<file path="config.mk">
export PLATFORM = sky130hd
export DESIGN_NAME = sync_ram_clr
export DESIGN_NICKNAME = d
export VERILOG_FILES = /design/src/rtl/sync_ram_clr.sv
export SDC_FILE = /design/constraint.sdc
export NUM_CORES = 1
export LEC_CHECK = 0
export BUFFER_PORTS_ARGS = -buffer_cell sky130_fd_sc_hd__buf_2
export CORE_MARGIN = 2
export CORE_UTILIZATION = 54
export DETAILED_ROUTE_END_ITERATION = 8
export PLACE_DENSITY = 0.72
export SETUP_SLACK_MARGIN = 0.05
export SYNTH_ARGS = -nofsm -noshare
export SYNTH_HDL_FRONTEND = slang
export SYNTH_SLANG_ARGS = --single-unit
</file>
<file path="constraint.sdc">
create_clock -name clk -period 1.6 [get_ports clk]
set_clock_uncertainty 0.05 [all_clocks]
set_input_delay 0.24 -clock clk [delete_from_list [all_inputs] [get_ports clk]]
set_output_delay 0.24 -clock clk [all_outputs]
set_load 0.1 [all_outputs]
</file>
<file path="src/rtl/sync_ram_clr.sv">
// sync_ram_clr: single-port synchronous RAM with a hardware clear sweep,
// optional output register stage and a read-valid strobe.
module sync_ram_clr #(
  parameter int unsigned        DATA_W  = 5,
  parameter int unsigned        DEPTH   = 4,
  parameter int unsigned        ADDR_W  = $clog2(DEPTH),
  parameter int unsigned        OUT_REG = 0,
  parameter logic [DATA_W-1:0]  CLR_VAL = '0
) (
  input  logic              clk,
  input  logic              rst,
  input  logic              en,
  input  logic              wr,
  input  logic [ADDR_W-1:0] addr,
  input  logic [DATA_W-1:0] w_data,
  input  logic              clr,
  output logic [DATA_W-1:0] r_data,
  output logic              r_valid,
  output logic              ready
);

  localparam logic [ADDR_W-1:0] LAST_ADDR = ADDR_W'(DEPTH - 1);

  typedef enum logic {
    ST_CLEAR,
    ST_READY
  } state_t;

  state_t              state_q, state_d;
  logic [ADDR_W-1:0]   cnt_q, cnt_d;
  logic                ready_q, ready_d;
  logic                rd_vld_q, rd_vld_d;
  logic [DATA_W-1:0]   rd_data_q, rd_data_d;

  logic [DATA_W-1:0]   mem_q [DEPTH];

  logic                addr_ok_c;
  logic                mem_we_c;
  logic [ADDR_W-1:0]   mem_waddr_c;
  logic [DATA_W-1:0]   mem_wdata_c;
  logic                rd_req_c;
  logic [DATA_W-1:0]   rd_word_c;

  // Addresses beyond the last word only exist for non-power-of-2 depths.
  assign addr_ok_c = (32'(addr) < DEPTH);
  assign rd_word_c = addr_ok_c ? mem_q[addr] : CLR_VAL;

  // Next-state: clear sweep sequencing, request decode and first read stage.
  always_comb begin
    state_d     = state_q;
    cnt_d       = cnt_q;
    ready_d     = ready_q;
    mem_we_c    = 1'b0;
    mem_waddr_c = addr;
    mem_wdata_c = w_data;
    rd_req_c    = 1'b0;

    case (state_q)
      ST_CLEAR: begin
        mem_we_c    = 1'b1;
        mem_waddr_c = cnt_q;
        mem_wdata_c = CLR_VAL;
        if (cnt_q == LAST_ADDR) begin
          state_d = ST_READY;
          cnt_d   = '0;
          ready_d = 1'b1;
        end else begin
          cnt_d = cnt_q + ADDR_W'(1);
        end
      end
      ST_READY: begin
        if (clr) begin
          state_d = ST_CLEAR;
          cnt_d   = '0;
          ready_d = 1'b0;
        end else if (en) begin
          if (wr) begin
            mem_we_c = addr_ok_c;
          end else begin
            rd_req_c = 1'b1;
          end
        end
      end
      default: begin
        state_d = ST_CLEAR;
        cnt_d   = '0;
        ready_d = 1'b0;
      end
    endcase

    // Memory is left untouched while reset is held.
    if (rst) begin
      mem_we_c = 1'b0;
    end

    rd_vld_d  = rd_req_c;
    rd_data_d = rd_req_c ? rd_word_c : rd_data_q;
  end

  // Control and first read stage registers; reset restarts the sweep and flushes reads.
  always_ff @(posedge clk) begin
    if (rst) begin
      state_q   <= ST_CLEAR;
      cnt_q     <= '0;
      ready_q   <= 1'b0;
      rd_vld_q  <= 1'b0;
      rd_data_q <= '0;
    end else begin
      state_q   <= state_d;
      cnt_q     <= cnt_d;
      ready_q   <= ready_d;
      rd_vld_q  <= rd_vld_d;
      rd_data_q <= rd_data_d;
    end
  end

  // Storage array, written by either the sweep or a request.
  always_ff @(posedge clk) begin
    if (mem_we_c) begin
      mem_q[mem_waddr_c] <= mem_wdata_c;
    end
  end

  if (OUT_REG != 0) begin : g_out_reg
    logic              out_vld_q, out_vld_d;
    logic [DATA_W-1:0] out_data_q, out_data_d;

    // Second read stage: one extra cycle of latency, data held between reads.
    always_comb begin
      out_vld_d  = rd_vld_q;
      out_data_d = rd_vld_q ? rd_data_q : out_data_q;
    end

    // Output stage registers, flushed by reset.
    always_ff @(posedge clk) begin
      if (rst) begin
        out_vld_q  <= 1'b0;
        out_data_q <= '0;
      end else begin
        out_vld_q  <= out_vld_d;
        out_data_q <= out_data_d;
      end
    end

    assign r_valid = out_vld_q;
    assign r_data  = out_data_q;
  end else begin : g_no_out_reg
    assign r_valid = rd_vld_q;
    assign r_data  = rd_data_q;
  end

  assign ready = ready_q;

endmodule

</file>
==> metrics.txt, run 1 <==
Pwr Total about 0.0016 W; P_leak between 0.5 and 0.6 nW; GPL Wtd Cong 0.797; Core ar. between 0.002 and 0.0025 mm2; I/O Pins 19; diodes inserted 0; final count of negative-setup-slack endpoints 0; worst-margin pin slew 484 ps; share of the synthesized area in the top cell type a little under 50%; CP max stage delay 430 ps; data arrival time of the worst path 1100 ps; Post-CTS Setup Repair Bufs 0; initial antenna violation count 0; Critical Path, Cell by Cell buf_2; WP data required 1310 ps; Max-Cap Viols 0; number of routed nets with antenna violations 0; ys flop type edfxtp_1; Synth-to-Final Area Change 15.7%; synthesized instance count 88; Cell variety after synth 24; die height 51.6 um; final hold vios 0; number of synthesized flops with an enable pin 20; Fin Hold WS roughly 110 ps; std cell rows 17; first-pass GRT wire length ~3400 um; worst r2r path cells 3; Max Slew Vio Count 0; Bufs on Longest Clock Path 2; Num CTS Buffers 5; Total Routed Length about 2100 um; Chip Width just over 50 um; Final Cycle Share 87.1%; die area 0.00266 mm2; area post-placement between 0.001 and 0.0015 mm2; clock root buffer clkbuf_4; slowest CP cell buf_2; filler cell count approximately 190; fin nets about 130; status complete, no violations; HP Class in -> reg; crit path buf inv count 1; setup TNS 0 ps; CP Launch Type flop; Synth area leaders edfxtp_1 (49%), dfxtp_1 (16%), mux4_2 (9.2%); hold path cells 2; relative slew slack 68.0%; max frequency around 720 MHz; Clk pin slew, worst setup/hold paths 90 ps; input/output buffers 18; Design Area, Final roughly 0.0014 mm2; Ys Warns 0; clk sinks 30; Worst path depth 1; Power Density roughly 1100 mW/mm2; DRC violations left 0; Vias/cell between 5 and 6; 1st-iter DRT viols 20; DR vias between 700 and 800; most frequent cells in the layout edfxtp_1 (20), buf_2 (18), inv_1 (9), dfxtp_1 (9), nor2_1 (6); VDD IR max a little over 0.0007 V; Seq cells post-synth 30; vias in the first global route 732; area leader, netlist edfxtp_1; WL/cell approximately 15 um; CP Max Fanout 2; Synth Net Count 101; Post-Syn Area per Cell around 14 um2; detailed-placement wirelength estimate about 1500 um; Synth async-reset ratio 0%; RSZ-0062 raised after global routing no; post-synthesis sequential area ratio approximately two thirds; Tmin final roughly 1400 ps; clock latency on the worst-skew pair roughly 330 ps; Multi-input gate area 367 um2; share of cells above drive strength 1 about 33%; largest net degree at the start of global routing 19; Worst setup EP type output port; gr usage total 19.1%; Final Util 65.3%; htree depth 2; clock tree from TritonCTS built; Initial Util a little under three fifths; GRT overflow 0; commonest non-fill, non-tap cell in the layout edfxtp_1; drt first pass iters 4; synthesized cell area 0.00122 mm2; Register Area ~800 um2; critical path type reg -> out; family with the most delay on the worst path buffers and inverters
-- area by class of cell --
type | count | area share [%]
flip-flops and latches | 30 | 56.6
inverters | 9 | 2.39
well taps | 28 | 2.47
clock buffers | 6 | 2.92
multi-input cells | 45 | 25.9
repair buffers | 23 | 9.01
clock inverters | 2 | 0.707
-- synthesized netlist by cell type, types with 2 or more instances --
cell type,n
edfxtp_1,20
dfxtp_1,10
inv_1,9
nor2_1,7
and2_1,5
mux4_2,5
o2bb2ai_1,5
a31oi_1,4
a21oi_1,3
nand2b_1,2
nand3_1,2
nand3b_1,2
nor3_1,2
nor3b_1,2
-- where the power goes --
group	total [W]	switching, W	internal (W)
Sequential	0.000951	0.0000439	0.000908
Combinational	0.000255	0.000141	0.000114
Clock	0.000417	0.000250	0.000167
-- cell families (layout without fill, tap and decap cells) --
| family | after synthesis | count (layout) | share of synthesized area [%] |
|---|---|---|---|
| buffers and inverters | 13 | 40 | 4.80 |
| flip-flops | 30 | 30 | 65.4 |
| multiplexers | 5 | 5 | 9.20 |
| adder cells (fa/ha/maj) | 1 | 1 | 1.02 |
| AND/OR/NAND/NOR | 25 | 25 | 11.7 |
| AO/OA/AOI/OAI | 14 | 14 | 7.87 |
-- state kept, by name (all words and copies together), names as in the netlist --
signal	cells
mem_q	20
r_data	5
cnt_q	2
r_valid	1
ready	1
state_q	1
-- per-layer routing --
layer / wire length [um] / up-vias / global-route usage [%] / share of wire, %
li1: - / 378 / - / -
met1: 913 / 365 / 22.8 / 44
met2: 1020 / 21 / 29.5 / 49
met3: 126 / 2 / 9.48 / 6.0
met4: 27 / 0 / 7.89 / 1.3
met5: 0 / - / 0 / 0
-- final timing paths --
| path | from | end | slack [ps] |
|---|---|---|---|
| setup / recovery | ready | ready | 210 |
| hold / removal | rst | ready | 110 |
| setup reg to reg | cnt_q[1] | mem_q[2][0] | 280 |
| hold reg to reg | r_data[2] | r_data[2] | 420 |
-- repair_timing --
item | CTS | global route
gates resized for setup | 0 | 2
endpoints found under the setup margin | 0 | 5
hold buffers | 0 | 0
-- through the flow --
step / worst slack (ps) / instances
floorplan: 231 / 88
global placement: 148 / 135
detailed placement: 108 / 135
CTS: 71.6 / 143
global route: 126 / 143
finish: 207 / 143
(Power assumes the default switching activity.)
==> run 2: changes to the inputs <==
- PLACE_DENSITY: 0.72 -> 0.76
- REMOVE_ABC_BUFFERS: not set -> 1
==> run 2 against run 1 <==
Against the previous run: via count grew 2.2%; sequential share of layout area grew 0.10 points; register-to-register slack lost 80 ps; final area shrank 0.18%; maximum frequency shrank 0.43%; total power is essentially flat; die area is the same; sequential cell count is the same.
==> metrics.txt, run 2 (synthesized netlist as in run 1, its figures left out) <==
relative slew slack roughly two thirds; Fin Hold WS between 100 and 150 ps; critical path type reg -> reg; vias in the first global route 760; P_leak around 0.57 nW; fin nets ~130; gr usage total around a fifth; WL/cell ~16 um; 1st-iter DRT viols 12; Core ar. 0.00217 mm2; Design Area, Final roughly 0.0014 mm2; filler cell count between 150 and 200; die area 0.00266 mm2; GRT overflow 0; CP Max Fanout 18; Final Cycle Share around 87%; die height slightly above 50 um; initial antenna violation count 0; Post-CTS Setup Repair Bufs 0; VDD IR max roughly 0.00076 V; most frequent cells in the layout edfxtp_1 (20), buf_2 (18), inv_1 (9), dfxtp_1 (9), nor2_1 (6); Place WS slightly below 50 ps; Power Density 1150 mW/mm2; Initial Util a little under three fifths; max frequency 715 MHz; Worst Hold Launch rst; max reg flops 20; clock latency on the worst-skew pair between 300 and 400 ps; DRC violations left 0; Tmin final ~1400 ps; Total Routed Length 2280 um; detailed-placement wirelength estimate 1580 um; Worst Setup SP state_q; worst r2r path cells 3; clock tree from TritonCTS built; Bufs on Longest Clock Path 2; Synth-to-Final Area Change 15.5%; DR vias 783; Hold-fix buffers, CTS 0; status complete, no violations; Chip Width about 52 um; area post-placement 0.00136 mm2; commonest non-fill, non-tap cell in the layout edfxtp_1; Final Util between 60% and 70%; setup ws final about 200 ps; first-pass GRT wire length 3510 um; I/O Pins 19; Num CTS Buffers 5; final hold vios 0; setup TNS 0 ps; largest reg by FF count mem_q; GPL Wtd Cong around 0.83; post_cts resized 1; input/output buffers 18; Max-Cap Viols 0; RSZ-0062 raised after global routing no; WP data required around 1600 ps; FF-to-FF Start state_q; Max Slew Vio Count 0; largest net degree at the start of global routing 19; hold path cells 2; number of routed nets with antenna violations 0; data arrival time of the worst path around 1400 ps; CP Launch Type flop; clock root buffer clkbuf_4; Clk pin slew, worst setup/hold paths around 90 ps; std cell rows 17; Worst setup EP type flop; final count of negative-setup-slack endpoints 0; htree depth 2; worst-margin pin slew 484 ps; drt first pass iters 4; clk sinks 30; Vias/cell roughly 5.5; share of cells above drive strength 1 31.3%; HP Class in -> reg; diodes inserted 0
[run 2: final cells by class]
cell class                      count  area [um2]  share of cell area [%]
Sequential cell                    30         802                    56.7
Multi-Input combinational cell     45         367                    25.9
Timing Repair Buffer               23         128                    9.03
Clock buffer                        8        48.8                    3.45
Tap cell                           28        35.0                    2.48
Inverter                            9        33.8                    2.39
[run 2: power breakdown]
group          internal (W)  total (W)  switching (W)  leakage, nW
registers          0.000908   0.000955      0.0000470        0.270
logic              0.000113   0.000260       0.000147        0.274
clock network      0.000175   0.000410       0.000235       0.0265
total               0.00120    0.00162       0.000429        0.571
[run 2: final timing paths]
check                              endpoint  slack, ps
worst max-delay path            mem_q[3][0]        200
worst min-delay path               cnt_q[1]        130
worst max register to register  mem_q[3][0]        200
worst min register to register    r_data[4]        420
[run 2: critical path, stage by stage (launching register included)]
cell     delay, ps
dfxtp_2        500
nand3_1        140
a21oi_1        250
buf_4          180
[run 2: through the flow]
step           cells  power, W
2_1_floorplan     84   0.00113
3_3_place_gp     135   0.00121
3_5_place_dp     135   0.00122
4_1_cts          143   0.00163
5_1_grt          143   0.00170
6_report         143   0.00162
[run 2: metal layers]
| layer | GRT usage (%) | routed length, um | share of wire (%) | up-vias |
|---|---|---|---|---|
| met1 | 22.4 | 1010 | 44 | 376 |
| met3 | 8.62 | 112 | 4.9 | 2 |
| met2 | 31.8 | 1140 | 50 | 28 |
| met5 | 0 | 0 | 0 | - |
| li1 | - | - | - | 377 |
| met4 | 7.89 | 17 | 0.75 | 0 |
==> run 3: changes to the inputs <==
- PLACE_DENSITY: 0.76 -> 0.8
==> run 3 against run 2 <==
Against the previous run: maximum frequency fell by 2.7%; clock power is 1% higher; sequential power barely moved; final area shrank 1.2%; utilization decreased by 0.81 points; critical endpoint is now mem_q[2][3]; largest cell class unchanged; largest power group unchanged.
==> metrics.txt, run 3 (synthesized netlist as in run 1, its figures left out) <==
WP data required approximately 1500 ps; relative slew slack 67.9%; R2R setup slack between 150 and 200 ps; clock root buffer clkbuf_4; DR vias roughly 820; I/O Pins 19; Worst setup EP type flop; CP Max Fanout 6; Max-Cap Viols 0; die area between 0.002 and 0.003 mm2; P_leak 0.561 nW; data arrival time of the worst path about 1400 ps; Bufs on Longest Clock Path 2; input/output buffers 18; first-pass GRT wire length around 3800 um; largest net degree at the start of global routing 20; Tmin final 1440 ps; worst-margin pin slew roughly 480 ps; final hold vios 0; area post-placement about 0.0013 mm2; Chip Width about 52 um; max frequency around 700 MHz; max reg flops 20; Core ar. around 0.0022 mm2; Worst path depth 3; clock tree from TritonCTS built; critical path type reg -> reg; setup TNS 0 ps; Num CTS Buffers 5; GPL Wtd Cong 0.852; Power Density approximately 1200 mW/mm2; Hold-fix buffers, CTS 0; gr usage total 20.7%; htree depth 2; Placed Cells about 130; Critical Path End mem_q[2][3]; std cell rows 17; status complete, no violations; FF-to-FF Start cnt_q[1]; internal power between 0.001 and 0.0015 W; Psw around 0.00043 W; most frequent cells in the layout edfxtp_1 (20), buf_2 (18), inv_1 (9), dfxtp_1 (9), nor2_1 (7); CP Launch Type flop; clock network power share 25.7%; worst r2r path cells 3; worst reg2reg path endpoint mem_q[2][3]; crit path buf inv count 0; Comb pwr share approximately 15%; filler cell count 177; Worst Setup SP cnt_q[1]; Clk pin slew, worst setup/hold paths roughly 90 ps; Final Cycle Share about nine tenths; Initial Util between 50% and 60%; Total Routed Length approximately 2400 um; Synth-to-Final Area Change 14.1%; share of cells above drive strength 1 29.2%; DRC violations left 0; largest reg by FF count mem_q; initial antenna violation count 0; CP max stage delay 440 ps; fin nets around 130; Post-CTS Setup Repair Bufs 0; final std cells w/o fill 141; final count of negative-setup-slack endpoints 0; Design Area, Final around 0.0014 mm2; vias in the first global route slightly above 800; post_cts resized 1; slowest CP cell dfxtp_1; HP Class in -> reg; diodes inserted 0; clk sinks 30; VDD IR max around 0.00075 V; die height just over 50 um; Max Slew Vio Count 0; GRT overflow 0; Vias/cell roughly 5.8; family with the most delay on the worst path simple AND/OR/NAND/NOR gates; detailed-placement wirelength estimate about 1600 um; WL/cell 16.8 um; 1st-iter DRT viols 14; drt first pass iters 4; Flop pwr share between 50% and 60%; number of routed nets with antenna violations 0; Sw Share about a quarter; commonest non-fill, non-tap cell in the layout edfxtp_1; clock latency on the worst-skew pair 320 ps; RSZ-0062 raised after global routing no; Critical Path, Cell by Cell nor3b_1, a31oi_1, nor2_1
run 3: power by group through the flow:
| stage | registers [W] | logic, W | clock network [W] |
|---|---|---|---|
| after floorplan | 0.000987 | 0.000140 | 0 |
| after global placement | 0.000966 | 0.000228 | 0 |
| after detailed placement | 0.000968 | 0.000242 | 0 |
| after CTS | 0.000952 | 0.000245 | 0.000427 |
| after global routing | 0.000962 | 0.000267 | 0.000462 |
| final | 0.000954 | 0.000244 | 0.000414 |
run 3: metrics by stage:
step	setup slack (ps)	utilization (%)	total power, W	hold slack [ps]
2_1_floorplan	183	-	0.00113	259
3_3_place_gp	140	62.1	0.00119	390
3_5_place_dp	33.7	62.1	0.00121	396
4_1_cts	174	64.4	0.00162	89.7
5_1_grt	74.3	64.4	0.00169	100
6_report	162	64.4	0.00161	99.8
run 3: final cells by class:
type | instances | area (um2) | share of cell area, %
flip-flops and latches | 30 | 802 | 57.4
well taps | 28 | 35.0 | 2.51
inverters | 9 | 33.8 | 2.42
repair buffers | 21 | 113 | 8.06
multi-input cells | 45 | 364 | 26.1
clock buffers | 8 | 48.8 | 3.49
run 3: metal layers:
metal  share of wire [%]  routed length, um  track usage (%)
met1                  39                928             22.9
met2                  53               1250             33.8
met3                 6.6                157             8.91
met4                 1.2                 29             10.5
met5                   0                  0                0
run 3: worst min-delay path by stage:
stage	from	end	slack [ps]	cells after the start
global placement	r_data[0]	r_data[0]	390	1
CTS	rst	state_q	90	2
global route	rst	ready	100	2
finish	rst	state_q	100	2
floorplan	rst	cnt_q[1]	260	1
detailed placement	r_data[1]	r_data[1]	400	1
